File: config.mk
export PLATFORM = sky130hd
export DESIGN_NAME = shift_sub_div_flat
export DESIGN_NICKNAME = d
export VERILOG_FILES = /design/src/rtl/shift_sub_div_pkg.sv /design/src/rtl/shift_sub_div_if.sv /design/src/rtl/shift_sub_div_step.sv /design/src/rtl/shift_sub_div.sv /design/src/flat_wrapper.sv
export SDC_FILE = /design/constraint.sdc
export NUM_CORES = 1
export LEC_CHECK = 0
export ABC_AREA = 1
export ABC_CLOCK_PERIOD_IN_PS = 2200
export BUFFER_PORTS_ARGS = -buffer_cell sky130_fd_sc_hd__buf_2
export CORE_MARGIN = 5
export CORE_UTILIZATION = 47
export DETAILED_ROUTE_END_ITERATION = 12
export PLACE_DENSITY = 0.69
export SKIP_LAST_GASP = 1
export SYNTH_ARGS = -nofsm -noshare
export SYNTH_HDL_FRONTEND = slang
export SYNTH_SLANG_ARGS = --single-unit
export TNS_END_PERCENT = 50
File: constraint.sdc
create_clock -name clk -period 2.2 [get_ports clk]
set_clock_uncertainty 0.15 [all_clocks]
set_input_delay 0.33 -clock clk [delete_from_list [all_inputs] [get_ports clk]]
set_output_delay 0.33 -clock clk [all_outputs]
set_load 0.03 [all_outputs]
File: src/rtl/shift_sub_div_pkg.sv
// Shared definitions for the restoring shift-subtract divider.
package shift_sub_div_pkg;

  localparam int DEFAULT_WIDTH = 32;

  typedef enum logic [1:0] {
    IDLE = 2'd0,
    BUSY = 2'd1,
    DONE = 2'd2
  } state_t;

endpackage

File: src/rtl/shift_sub_div_if.sv
// Request/result bundle of the divider: the master launches, the slave divides.
interface shift_sub_div_if #(
  parameter int WIDTH = shift_sub_div_pkg::DEFAULT_WIDTH
);

  logic               start;
  logic [WIDTH-1:0]   in_A;
  logic [WIDTH-1:0]   in_B;
  logic [2*WIDTH-1:0] out_data;
  logic               ready;
  logic               div_by_zero;

  modport master (
    output start, in_A, in_B,
    input  out_data, ready, div_by_zero
  );

  modport slave (
    input  start, in_A, in_B,
    output out_data, ready, div_by_zero
  );

endinterface

File: src/rtl/shift_sub_div_step.sv
// One restoring-division iteration: shift {rem,quot} left, then conditionally subtract.
module div_step #(
  parameter int WIDTH = shift_sub_div_pkg::DEFAULT_WIDTH
) (
  input  logic [WIDTH:0]   rem_in,
  input  logic [WIDTH-1:0] quot_in,
  input  logic [WIDTH-1:0] divisor,
  output logic [WIDTH:0]   rem_out,
  output logic [WIDTH-1:0] quot_out
);

  logic [2*WIDTH:0] shifted;
  logic [WIDTH:0]   rem_sh;
  logic [WIDTH:0]   div_ext;

  // The shifted remainder can reach 2*divisor-1, so the compare needs the extra bit.
  assign shifted = {rem_in, quot_in} << 1;
  assign rem_sh  = shifted[2*WIDTH:WIDTH];
  assign div_ext = {1'b0, divisor};

  always_comb begin
    // NOTE: every output gets a default first so no path leaves one unassigned (no latch).
    rem_out  = rem_sh;
    quot_out = shifted[WIDTH-1:0];
    if (rem_sh >= div_ext) begin
      rem_out     = rem_sh - div_ext;
      quot_out[0] = 1'b1;
    end
  end

endmodule

File: src/rtl/shift_sub_div.sv
// Multi-cycle unsigned divider: WIDTH iterations, result published one cycle later.
module shift_sub_div
  import shift_sub_div_pkg::*;
#(
  parameter int WIDTH = DEFAULT_WIDTH
) (
  input logic             clk,
  input logic             rst,
  shift_sub_div_if.slave  bus
);

  localparam int CNT_W = (WIDTH > 1) ? $clog2(WIDTH) : 1;
  localparam logic [CNT_W-1:0] LAST_COUNT = CNT_W'(WIDTH - 1);

  state_t           state, state_next;
  logic [CNT_W-1:0] count;
  logic [WIDTH:0]   rem;
  logic [WIDTH-1:0] quot;
  logic [WIDTH-1:0] divisor;
  logic [WIDTH:0]   step_rem;
  logic [WIDTH-1:0] step_quot;

  div_step #(.WIDTH(WIDTH)) u_step (
    .rem_in  (rem),
    .quot_in (quot),
    .divisor (divisor),
    .rem_out (step_rem),
    .quot_out(step_quot)
  );

  always_ff @(posedge clk) begin
    // NOTE: sequential state uses non-blocking assignments so all registers update together.
    if (rst) state <= IDLE;
    else     state <= state_next;
  end

  // A start always wins, including over the DONE->IDLE publish and an ongoing BUSY.
  always_comb begin
    state_next = state;
    if (bus.start) begin
      state_next = (bus.in_B == '0) ? DONE : BUSY;
    end else begin
      unique case (state)
        BUSY:    if (count == LAST_COUNT) state_next = DONE;
        DONE:    state_next = IDLE;
        default: state_next = state;
      endcase
    end
  end

  always_ff @(posedge clk) begin
    if (rst) begin
      count           <= '0;
      rem             <= '0;
      quot            <= '0;
      divisor         <= '0;
      bus.out_data    <= '0;
      bus.ready       <= 1'b0;
      bus.div_by_zero <= 1'b0;
    end else if (bus.start) begin
      count           <= '0;
      rem             <= '0;
      quot            <= bus.in_A;
      divisor         <= bus.in_B;
      bus.out_data    <= '0;
      bus.ready       <= 1'b0;
      bus.div_by_zero <= 1'b0;
    end else begin
      unique case (state)
        BUSY: begin
          rem   <= step_rem;
          quot  <= step_quot;
          count <= count + 1'b1;
        end
        DONE: begin
          // A zero divisor skips BUSY, so quot still holds the original dividend.
          if (divisor == '0) begin
            bus.out_data    <= {quot, {WIDTH{1'b1}}};
            bus.div_by_zero <= 1'b1;
          end else begin
            bus.out_data    <= {rem[WIDTH-1:0], quot};
          end
          bus.ready <= 1'b1;
        end
        default: ;
      endcase
    end
  end

endmodule

File: src/flat_wrapper.sv
// flat-port wrapper written by rule: the top's interface ports become plain ports
module shift_sub_div_flat import shift_sub_div_pkg::*;
#(
  parameter int WIDTH = DEFAULT_WIDTH
)
  (clk, rst, bus_start, bus_in_A, bus_in_B, bus_out_data, bus_ready, bus_div_by_zero);
  shift_sub_div_if #(.WIDTH(WIDTH)) bus_i ();
  input logic clk;
  input logic rst;
  input wire logic [$bits(bus_i.start)-1:0] bus_start;
  input wire logic [$bits(bus_i.in_A)-1:0] bus_in_A;
  input wire logic [$bits(bus_i.in_B)-1:0] bus_in_B;
  output wire logic [$bits(bus_i.out_data)-1:0] bus_out_data;
  output wire logic [$bits(bus_i.ready)-1:0] bus_ready;
  output wire logic [$bits(bus_i.div_by_zero)-1:0] bus_div_by_zero;
  assign bus_i.start = bus_start;
  assign bus_i.in_A = bus_in_A;
  assign bus_i.in_B = bus_in_B;
  assign bus_out_data = bus_i.out_data;
  assign bus_ready = bus_i.ready;
  assign bus_div_by_zero = bus_i.div_by_zero;
  shift_sub_div #(.WIDTH(WIDTH)) u_core (.clk(clk), .rst(rst), .bus(bus_i));
endmodule
==> metrics.yaml <==
outcome:
  run_status: "complete, but fails checks"
  violations: "setup timing"
floorplan:
  die_area_sq_um: 24000
  floorplan.core_area_sq_um: 20800
  num_rows: 53
  die_w_um: 155
  start_util_pct: 47.4
  fp.dieH_um: 155
  ios: 133
cts:
  htree_levels: 4
  cts.path.max_buffers: 2
  clock_latency_ns: 0.44
  path_clk_slew_ns: 0.07
  cts-buffers-inserted: 17
  clock_sinks: 169
  tritoncts: "built"
  cts_root_buf: "clkbuf_16"
synth:
  synth_edf_count: 0
  synth_seq_cells: 169
  synthFlopType: "dfxtp_1"
  async_flop_share_pct: 0
  yosys.cell_types.count: 39
  synth_commonest_cells: "482 x nand2_1, 202 x inv_1, 169 x dfxtp_1"
  syn_area_sq_um: 9870
  yosys_warnings: 0
  ys_top_cells_by_area: "dfxtp_1 34%, nand2_1 18%, inv_1 7.7%, nor2_1 5.7%, a21oi_1 5.0%"
  synth_nets: 1637
  synth.most_common_cell: "nand2_1"
  synth_top_area_share_pct: 34.3
  ys_seq_area_share_pct: 34.3
  synthCells: 1535
  syn_area_per_cell_sq_um: 6.43
  synth_largest_area_cell: "dfxtp_1"
min_path:
  hold_class: "in2reg"
power:
  p_leak_nw: 6.32
  irDropWorstVdd_mv: 0.512
  fin_total_pwr_mw: 7.69
  cellPowerDensity_nw_per_um2: 568
final_layout:
  stdcell_count: 2070
  n_antenna_cell: 0
  syn_to_final_growth_pct: 37.1
  fillCellCount: 1915
  drive_gt1_share_pct: 32.4
  layout.nets: 1885
  finish.utilization_pct: 65.0
  design_area_sq_um: 13500
sta:
  relSlewSlack_pct: 57.1
  fin_setup_tns_ns: -0.568
  fmax_ghz: 0.435
  setup_viol: 24
  setup_slack_ns: -0.100
  hold_viol_final: 0
  worst_pin_slew_ns: 0.644
  layout_min_cycle_time_ns: 2.30
  final.period_utilization_pct: 105
  timing.hold.ws_ns: 0.00874
  rsz0062_at_grt: "yes"
  drv_slew: 0
global_routing:
  grt_pass1_vias: 10200
  grt_pass1_wl_um: 51500
  grt_util_all_layers_pct: 26.5
  grt_max_degree: 67
  antenna_found_initial: 0
  gr-total-overflow: 0
drt:
  vias: 10700
  postRouteAntennaNets: 0
  remaining_drc_errors: 0
  wl_per_cell_um: 16.0
  drtPass1Iterations: 5
  initialDrtViolationCount: 863
  finalWirelength_um: 33200
  vias_per_cell: 5.18
worst_setup_path:
  cpPeakStageDelay_ns: 0.40
  cp.required_ns: 2.37
  cp_max_fo: 3
  critPathArrivalTime_ns: 2.47
  cp_slowest_cell: "fa_2"
  crit_buf_inv: 3
  end_kind: "register"
  cpLargestDelayFamily: "simple AND/OR/NAND/NOR gates"
  crit_chain: "inv_2 -> ha_4 -> inv_2 -> fa_2 -> nand3_1 -> nand3b_1 -> buf_4 -> xnor2_1 -> nand2_1 -> nand3_1 -> a21oi_1"
  criticalPathCategory: "reg2reg"
  startpoint_type: "register"
job:
  max_cap_viol_count: 0
placement:
  post_dp_cell_area_sq_um: 11800
  io_buffers: 132
  dpl.cell_count: 2021
  hpwlAfterDp_um: 23800
  dp_worst_setup_slack_ns: -0.277
  gp_congestion: 0.978
path summary, 6_finish.rpt:
check / from / endpoint / slack [ns] / depth (start not counted)
max: u_core.quot[31] / u_core.rem[10] / -0.10 / 11
min: bus_in_A[10] / u_core.quot[10] / 0.009 / 3
max reg2reg: u_core.quot[31] / u_core.rem[10] / -0.10 / 11
min reg2reg: u_core.bus.out_data[27] / u_core.bus.out_data[27] / 0.31 / 2
cells in the final DEF, fill, tap and decap left out, types with 17 or more instances in the layout:
master,count
inv_1,177
buf_2,132
dfxtp_1,129
nor2_2,19
clkbuf_16,19
ha_4,32
nand2_1,427
nand3_1,82
inv_2,32
a21oi_2,18
nand2_2,52
o21ai_0,34
nor2_1,125
a21oi_1,84
a211oi_1,32
o211ai_1,17
nand3b_1,17
dfxtp_2,38
buf_4,154
cell type report:
cell class / count / area, sq um / area share (%)
Tap cell: 275 / 344 / 2.54
Clock buffer: 17 / 425 / 3.14
Sequential cell: 169 / 3440 / 25.4
Multi-Input combinational cell: 1082 / 6240 / 46.1
Timing Repair Buffer: 302 / 2140 / 15.8
Inverter: 211 / 792 / 5.85
Clock inverter: 14 / 155 / 1.15
sequential cells by signal, summed over array words and instances, names as in the netlist:
signal	flops
u_core.rem	32
u_core.bus.ready	1
u_core.divisor	32
u_core.state	2
u_core.bus.out_data	64
u_core.quot	32
u_core.count	5
u_core.bus.div_by_zero	1
what timing repair did:
action / in CTS / in global routing
buffers inserted: 12 / 5
setup endpoints to repair: 46 / 95
pin swaps: 29 / 58
gates resized for setup: 103 / 138
hold buffers: 0 / 0
cloned: 1 / 2
per-layer routing:
metal	vias up	part of all wire [%]	global-route usage, %	wire length, um
met4	0	3.3	8.45	1080
met3	60	4.5	4.01	1490
met1	4973	44	34.2	14700
met5	-	0	0	0
met2	294	48	45.5	15900
li1	5397	-	-	-
cell families after synthesis:
logic type | after synthesis | synth area share [%]
xor+xnor | 15 | 1.33
buf+inv | 284 | 11.6
flops | 169 | 34.3
simple gates | 808 | 34.7
compound gates | 224 | 13.5
fa+ha+maj | 35 | 4.51
tightest hold or removal path: stages:
cell and delay [ns]:
buf_2 0.10, nand2_1 0.06, a31oi_1 0.07
where the power goes:
part | switching, mW | internal [mW] | leakage, nW
Combinational | 0.807 | 0.600 | 4.65
Sequential | 0.0758 | 3.16 | 1.39
Clock | 1.44 | 1.60 | 0.275
Note: power is estimated with default switching activity, not from simulation.
